`config.mk`:
```
export PLATFORM = sky130hd
export DESIGN_NAME = bram_delay_line
export DESIGN_NICKNAME = d
export VERILOG_FILES = /design/src/rtl/bram_delay_line.sv
export SDC_FILE = /design/constraint.sdc
export NUM_CORES = 1
export LEC_CHECK = 0
export ABC_AREA = 1
export CAP_MARGIN = 0
export CORE_ASPECT_RATIO = 1.4
export CORE_MARGIN = 3
export CORE_UTILIZATION = 55
export DETAILED_ROUTE_END_ITERATION = 8
export PLACE_DENSITY_LB_ADDON = 0.08
export SYNTH_ARGS = -nofsm -noshare
export SYNTH_HDL_FRONTEND = slang
export SYNTH_SLANG_ARGS = --single-unit
```
`constraint.sdc`:
```
create_clock -name clk -period 3.02 [get_ports clk]
set_input_delay 0.453 -clock clk [delete_from_list [all_inputs] [get_ports clk]]
set_output_delay 0.453 -clock clk [all_outputs]
set_load 0.05 [all_outputs]
```
`src/rtl/bram_delay_line.sv`:
```
// Sample-counted programmable delay line built on a synchronous 1R1W block RAM.
// A registered-read bypass hides the RAM latency so the delay holds across stalls and at D=1.

module bram_1r1w #(
    parameter int WIDTH = 8,
    parameter int DEPTH = 16,
    parameter int AW    = $clog2(DEPTH)
) (
    input  logic             clk,
    input  logic             wr_en,
    input  logic [AW-1:0]    wr_addr,
    input  logic [WIDTH-1:0] wr_data,
    input  logic [AW-1:0]    rd_addr,
    output logic [WIDTH-1:0] rd_data
);
    logic [WIDTH-1:0] mem [DEPTH];

    // Read-first: a same-edge write to rd_addr returns the previous contents.
    always_ff @(posedge clk) begin
        if (wr_en) mem[wr_addr] <= wr_data;
        rd_data <= mem[rd_addr];
    end
endmodule

module bram_delay_line #(
    parameter int WIDTH       = 8,
    parameter int MAX_DELAY   = 16,
    parameter int RESET_DELAY = 4
) (
    input  logic                           clk,
    input  logic                           reset,
    input  logic                           en,
    input  logic [WIDTH-1:0]               d,
    input  logic                           flush,
    input  logic                           cfg_wr,
    input  logic [$clog2(MAX_DELAY+1)-1:0] cfg_delay,
    output logic [WIDTH-1:0]               q,
    output logic                           q_valid,
    output logic [$clog2(MAX_DELAY+1)-1:0] cur_delay
);
    localparam int CW = $clog2(MAX_DELAY + 1);
    localparam int AW = $clog2(MAX_DELAY);

    function automatic logic [CW-1:0] clamp_delay(input logic [CW-1:0] v);
        if (v == '0) return CW'(1);
        if (v > CW'(MAX_DELAY)) return CW'(MAX_DELAY);
        return v;
    endfunction

    function automatic logic [AW-1:0] wrap_inc(input logic [AW-1:0] p, input logic [CW-1:0] dly);
        if (CW'(p) == dly - CW'(1)) return '0;
        return p + AW'(1);
    endfunction

    function automatic logic [CW-1:0] sat_inc(input logic [CW-1:0] cnt, input logic [CW-1:0] lim);
        if (cnt >= lim) return lim;
        return cnt + CW'(1);
    endfunction

    logic [AW-1:0]    wp, wp_next;
    logic [CW-1:0]    fill;
    logic             accept;
    logic [WIDTH-1:0] rd_data_p1;
    logic             byp_vld_p1;
    logic [WIDTH-1:0] byp_data_p1;
    logic [WIDTH-1:0] rd_val;

    // The RAM is always read at the pointer that will be current after this edge,
    // so its output already holds the oldest stored sample when the next accept comes.
    always_comb begin
        accept = en & ~cfg_wr & ~flush;
        if (reset || cfg_wr || flush) wp_next = '0;
        else if (en)                   wp_next = wrap_inc(wp, cur_delay);
        else                           wp_next = wp;
    end

    bram_1r1w #(.WIDTH(WIDTH), .DEPTH(MAX_DELAY), .AW(AW)) u_ram (
        .clk     (clk),
        .wr_en   (accept),
        .wr_addr (wp),
        .wr_data (d),
        .rd_addr (wp_next),
        .rd_data (rd_data_p1)
    );

    assign rd_val = byp_vld_p1 ? byp_data_p1 : rd_data_p1;

    // ---- stage p1: bypass capture for a write landing on the address being read
    always_ff @(posedge clk) begin
        byp_data_p1 <= d;
    end

    // ---- output stage: pointers, fill count and delayed sample
    always_ff @(posedge clk or posedge reset) begin
        if (reset) begin
            cur_delay  <= CW'(RESET_DELAY);
            wp         <= '0;
            fill       <= '0;
            q          <= '0;
            q_valid    <= 1'b0;
            byp_vld_p1 <= 1'b0;
        end else begin
            byp_vld_p1 <= accept && (wp == wp_next);
            if (cfg_wr) begin
                cur_delay <= clamp_delay(cfg_delay);
                wp        <= '0;
                fill      <= '0;
                q         <= '0;
                q_valid   <= 1'b0;
            end else if (flush) begin
                wp      <= '0;
                fill    <= '0;
                q       <= '0;
                q_valid <= 1'b0;
            end else if (en) begin
                wp   <= wp_next;
                fill <= sat_inc(fill, cur_delay);
                if (fill == cur_delay) begin
                    q       <= rd_val;
                    q_valid <= 1'b1;
                end else begin
                    q       <= '0;
                    q_valid <= 1'b0;
                end
            end
        end
    end
endmodule

```
* Word level (Yosys, flattened, before mapping)
Memory sizes are Yosys's and may differ from the RTL's. A register that Yosys moved wholly into a read port is not among the register bits.
Index checks and enable logic that the tools add are counted.
** Operators by class
- Add/sub/neg operators :: 3
- $lt $le $gt $ge :: 2
- Equal/unequal tests :: 3
- Multiplexer cells :: 39
- Bitwise gates (word level) :: 4
- Reduce and logical (&&, ||, !) cells :: 5
** Operators with widths (number)
- 5-bit two-way mux :: 9
- 8-bit two-way mux :: 5
- 4-bit two-way mux :: 7
- 1-bit two-way mux :: 18
- 5-bit by 1-bit adder with 5-bit output (second input constant) :: 1
- 4-bit by 5-bit == test with 1-bit output :: 1
- 5-bit == test :: 1
- 5-bit >= comparator :: 1
- 5-bit greater-than comparator (second input constant) :: 1
- 5-bit zero test :: 1
- 5-bit by 1-bit subtractor with 5-bit output (second input constant) :: 1
- 4-bit by 1-bit adder with 4-bit output (second input constant) :: 1
- 4-bit == test :: 1
- 3-bit nonzero test :: 1
- 1-bit AND :: 2
- 1-bit logical OR :: 2
- 1-bit NOT :: 2
- 1-bit logical AND :: 1
** Storage, ports and cells
- Register bits after elaboration :: 32
- Memory bits (writable) :: 128
- Input bits :: 18
- Word-level logic and storage cells :: 64
- Memories kept :: 1
** Memories
- u_ram.mem :: words 16, width 8, rd ports 1, clocked after Yosys merged registers in 1, wr ports 1, line 16 : logic [WIDTH-1:0] mem [DEPTH];

* Logic depth before layout (Yosys ltp)
- Depth after elaboration :: 11
- Depth in mapped cells :: 17

* Cells and area by module
From an unflattened synthesis, not the netlist that was laid out.
** Unflattened totals
- Cell total of the unflattened synthesis :: 754
- Area total of the unflattened synthesis :: 7428.4 um^2
** Modules (own cells, without submodules)
- bram_1r1w :: instances 1, cells each 551, area each 5770.5 um^2, sequential area each 4003.8 um^2
- bram_delay_line :: instances 1, cells each 203, area each 1657.8 um^2, sequential area each 762.0 um^2

* Least setup slack after synthesis
No wires, ideal clock.
- Path kind :: reg-to-reg
- Start :: register cur_delay[0]
- End :: register u_ram.rd_data[6] (read register of u_ram.mem)
- Setup time :: 113 ps
- Arrival :: 2206 ps
- Required time :: 2907 ps
- Slack :: 700 ps
- Stages on the path, launching flop included :: 15
- Path buffers :: 2
- Clock period less this slack :: 2320 ps
- Cell sequence :: dfrtp_1 -> inv_1 -> ha_1 -> xor2_1 -> nand2_1 -> nor2_2 -> nand2_4 -> nand3_2 -> buf_6 -> buf_6 -> nor2_1 -> nand2_1 -> nand3_1 -> nand3_1 -> nand2_1
** Between the ends
- Cells in the longest elaborated chain, start to end :: 8
** Ends and longest elaborated chain
- start: declaration :: line 39 : output logic [$clog2(MAX_DELAY+1)-1:0] cur_delay
- start signal: assignment :: line 96 : cur_delay <= CW'(RESET_DELAY);
- start signal: assignment :: line 105 : cur_delay <= clamp_delay(cfg_delay);
- 5-bit by 1-bit subtractor with 5-bit output :: line 51 : if (CW'(p) == dly - CW'(1)) return '0;
- 4-bit by 5-bit == test with 1-bit output :: line 51
- 1-bit two-way mux :: line 51
- 1-bit two-way mux :: line 73 : else if (en) wp_next = wrap_inc(wp, cur_delay);
- 1-bit two-way mux :: line 72 : if (reset || cfg_wr || flush) wp_next = '0;
- 4-bit two-way mux :: line 52 : return p + AW'(1);
- 4-bit two-way mux :: line 73
- 4-bit two-way mux :: line 72
- end: declaration :: line 14 : output logic [WIDTH-1:0] rd_data
No other way between the ends. The select of a mux whose other input is x is not followed.
A chain may end at the register's enable or synchronous reset.

* Worst setup path after layout
- Start :: register cur_delay[0]
- End :: register u_ram.rd_data[2] (read register of u_ram.mem)
Same word-level chain as after synthesis.

==> results by group <==
Timing
  – Slew headroom: 36.19%
  – Final number of setup-violating endpoints: 0
  – Crit path time final: 2525 ps
  – Unrepaired setup endpoints after global routing: false
  – Worst Max-Slew Pin Slew: 956.1 ps
  – Max Transition Viols Final: 0
  – Skew final: 8.436 ps
  – Count of final hold-check violations: 0
  – Period utilisation layout: 83.61%
  – Setup TNS: 0 ps
  – Hold slack final: 485.0 ps
  – Fmax: 396.0 MHz

Die
  – # IOs: 32
  – Die height: 145.6 um
  – Starting Density: 56.66%
  – Row Count: 50
  – Die width: 105.7 um
  – Die Area: 15390 um^2
  – Core area: 13510 um^2

Placed design
  – Detail Placement HPWL: 12.73 mm
  – Placed Cells: 971
  – Area after DPL: 8178 um^2
  – Routability cong.: 0.9400
  – Buffers on Ports: 31

Clocking
  – PostCTS Resize Cnt: 0
  – Htree depth: 4
  – Worst skew pair latency: 420 ps
  – TritonCTS Buffers: 17
  – Max Root-Sink Buffers: 2
  – CTS tree: built
  – Clock Sinks: 168
  – Cts hold-fix bufs: 0
  – CTS root buffer: clkbuf_16
  – Clk slew on worst S/H paths: 70 ps
  – Postcts setup bufs: 0

Logic synthesis
  – Post-synthesis instance area: 7656 um^2
  – Sequential element share of the synthesized area: 62.25%
  – Synthesis Warnings: 0
  – Synth cell types: 34
  – Seq cells post-synth: 168
  – Synth Area per Inst: 9.969 um^2
  – Post-Synthesis Cells: 768
  – Synth Net Count: 797

Pwr
  – Internal: 3.770 mW
  – Clock network power share: 42.8%
  – Switching pwr: 1.257 mW
  – Switching share of power: 25.01%
  – Sequential Power Share: 50.5%
  – Max IR drop VDD: 0.0003985 V
  – Leak: 3.751 nW
  – Pwr dens: 573.0 nW/um^2
  – Comb pwr share: 6.7%

Critical path
  – CP cell instances: inv_1, ha_1, xor2_1, nand2_1, nor2_2, nand2_4, buf_4, nand4_1, nand3_1, nand3_1, nand3_1, nand2_1
  – Crit Path Max Fanout: 40
  – Critical path startpoint category: flop
  – Crit-path most repeated cell: nand3_1
  – CP max stage delay: 450 ps
  – CP required: 3330 ps
  – WS Path Type: flop to flop
  – Critical Path Slowest Stage Cell: dfrtp_1
  – Crit end category: flop
  – Worst EP arrival: 2840 ps

Detailed routing
  – DRT iter0 DRCs: 407
  – Wirelength, routed: 18.71 mm
  – Detail Route Antenna Nets: 0
  – DRC viols: 0
  – Post-DR vias/cell: 5.494
  – Routed via count: 5510
  – Drt wl/cell: 18.65 um
  – First-pass DRT Iterations: 5

Final layout
  – Total inserted antenna cells: 0
  – Non-filler cells in the finished layout: 1003
  – Post-route cell area: 8773 um^2
  – Share of layout cells above drive strength 1: 8.770%
  – Nets: 837
  – P&R area growth vs syn: 14.59%

GRT
  – Largest net degree at the start of global routing: 73
  – Total track usage: 25.17%
  – Initial antenna violation count: 0
  – First-pass GRT wire length: 29.50 mm
  – Vias in the first global route: 5459
  – Aggregate global routing overflow: 0

Hold path
  – Worst hold path class: flop to flop

Status
  – Outcome: complete, no violations

Flow run
  – Max-Cap Viols: 0
flip-flops by register name, summed over array words and instances (netlist names):
register / flops
cur_delay: 5
fill: 5
u_ram.mem: 128
wp: 4
q_valid: 1
u_ram.rd_data: 8
byp_vld_p1: 1
byp_data_p1: 8
q: 8
critical path: cells and delay by family, from the launching register on:
family	cells	cell delay, ps
xor+xnor	1	170
flops	1	450
simple gates	8	910
fa+ha+maj	1	330
buf+inv	2	540
cells in the mapped netlist (all sizes together):
master	number	area share, %
a31oi	1	0.082
edfxtp	128	50
nand3	89	6.0
nand4	48	3.9
nor3	9	0.59
clkinv	1	0.065
o21ai	21	1.4
dfstp	1	0.34
dfrtp	23	7.5
nor3b	1	0.098
nand2	143	7.2
a21oi	4	0.26
inv	126	6.2
ha	11	1.8
clkbuf	14	0.70
buf	21	2.3
nor2	91	4.9
o22ai	5	0.41
a32o	1	0.13
dfxtp	16	4.2
xor2	6	0.69
mux2i	8	1.0
placed cells by master (no fill, tap or decap), types with 2 or more instances in the layout:
cell type        netlist  final
a21oi_1                4      4
buf_12                 0      2
buf_4                  1     23
clkbuf_16              0     18
clkdlybuf4s50_1        0     31
clkinv_4               0      4
clkinv_8               0      2
dfrtp_1               23     23
dfxtp_1               16     16
edfxtp_1             128    128
ha_1                  11     11
inv_1                122    122
inv_2                  4      4
inv_6                  0      3
inv_8                  0      4
mux2i_1                8      8
nand2_1              140    140
nand2_2                2      2
nand3_1               87     87
nand4_1               48     48
nor2_1                87     87
nor2_4                 2      2
nor3_1                 9      9
o21ai_0               21     21
o22ai_1                5      5
xor2_1                 6      6
layout make-up:
class	instances	area [um^2]
inverter	127	478.0
clock inverter	14	145.1
tap	182	227.7
sequential	168	4766
clock buffer	18	450.4
multi-input combinational	438	2183
fill	1112	4740
timing repair buffer	56	523.0
kinds of logic (layout without fill, tap and decap cells):
group / after synthesis / after routing / share of synthesized area [%]
and+or+nand+nor: 381 / 381 / 22.73
DFF: 168 / 168 / 62.25
buffers and inverters: 162 / 215 / 9.233
AOI/OAI and AO/OA: 32 / 32 / 2.255
adders and majority gates: 11 / 11 / 1.798
muxes: 8 / 8 / 1.046
xor gates and xnor gates: 6 / 6 / 0.6864
metal layers:
| layer | share of wire (%) | wire length, um | GRT usage, % | vias up |
|---|---|---|---|---|
| met4 | 3.5 | 659 | 10.50 | 0 |
| met1 | 40 | 7437 | 31.11 | 2654 |
| met5 | 0 | 0 | 0 | - |
| met3 | 5.3 | 992 | 4.572 | 41 |
| li1 | - | - | - | 2630 |
| met2 | 51 | 9619 | 43.39 | 185 |
stage by stage:
step                      setup slack (ps)  utilization, %  total power [mW]
after CTS                            485.5           64.93             5.058
final                                494.9           64.93             5.027
after global routing                 252.4           64.93             5.194
after detailed placement             214.4           60.52             2.923
after floorplan                      700.3               -             2.785
after global placement               225.9           60.52             2.916
final timing paths:
| path | start | to | slack, ps | depth (start not counted) |
|---|---|---|---|---|
| worst min register to register | q[2] | q[2] | 480 | 2 |
| worst max register to register | cur_delay[0] | u_ram.rd_data[2] | 490 | 12 |
| max in group asynchronous | reset | fill[0] | 1730 | 2 |
| worst max-delay path | cur_delay[0] | u_ram.rd_data[2] | 490 | 12 |
| min in group asynchronous | reset | fill[4] | 700 | 2 |
| worst min-delay path | q[2] | q[2] | 480 | 2 |
power groups by stage:
stage	Clock, mW	Sequential, mW	Combinational, mW
floorplan	0	2.61	0.180
global placement	0	2.59	0.329
detailed placement	0	2.59	0.335
CTS	2.18	2.54	0.337
global route	2.28	2.54	0.371
finish	2.15	2.54	0.336
(Power assumes the default switching activity.)
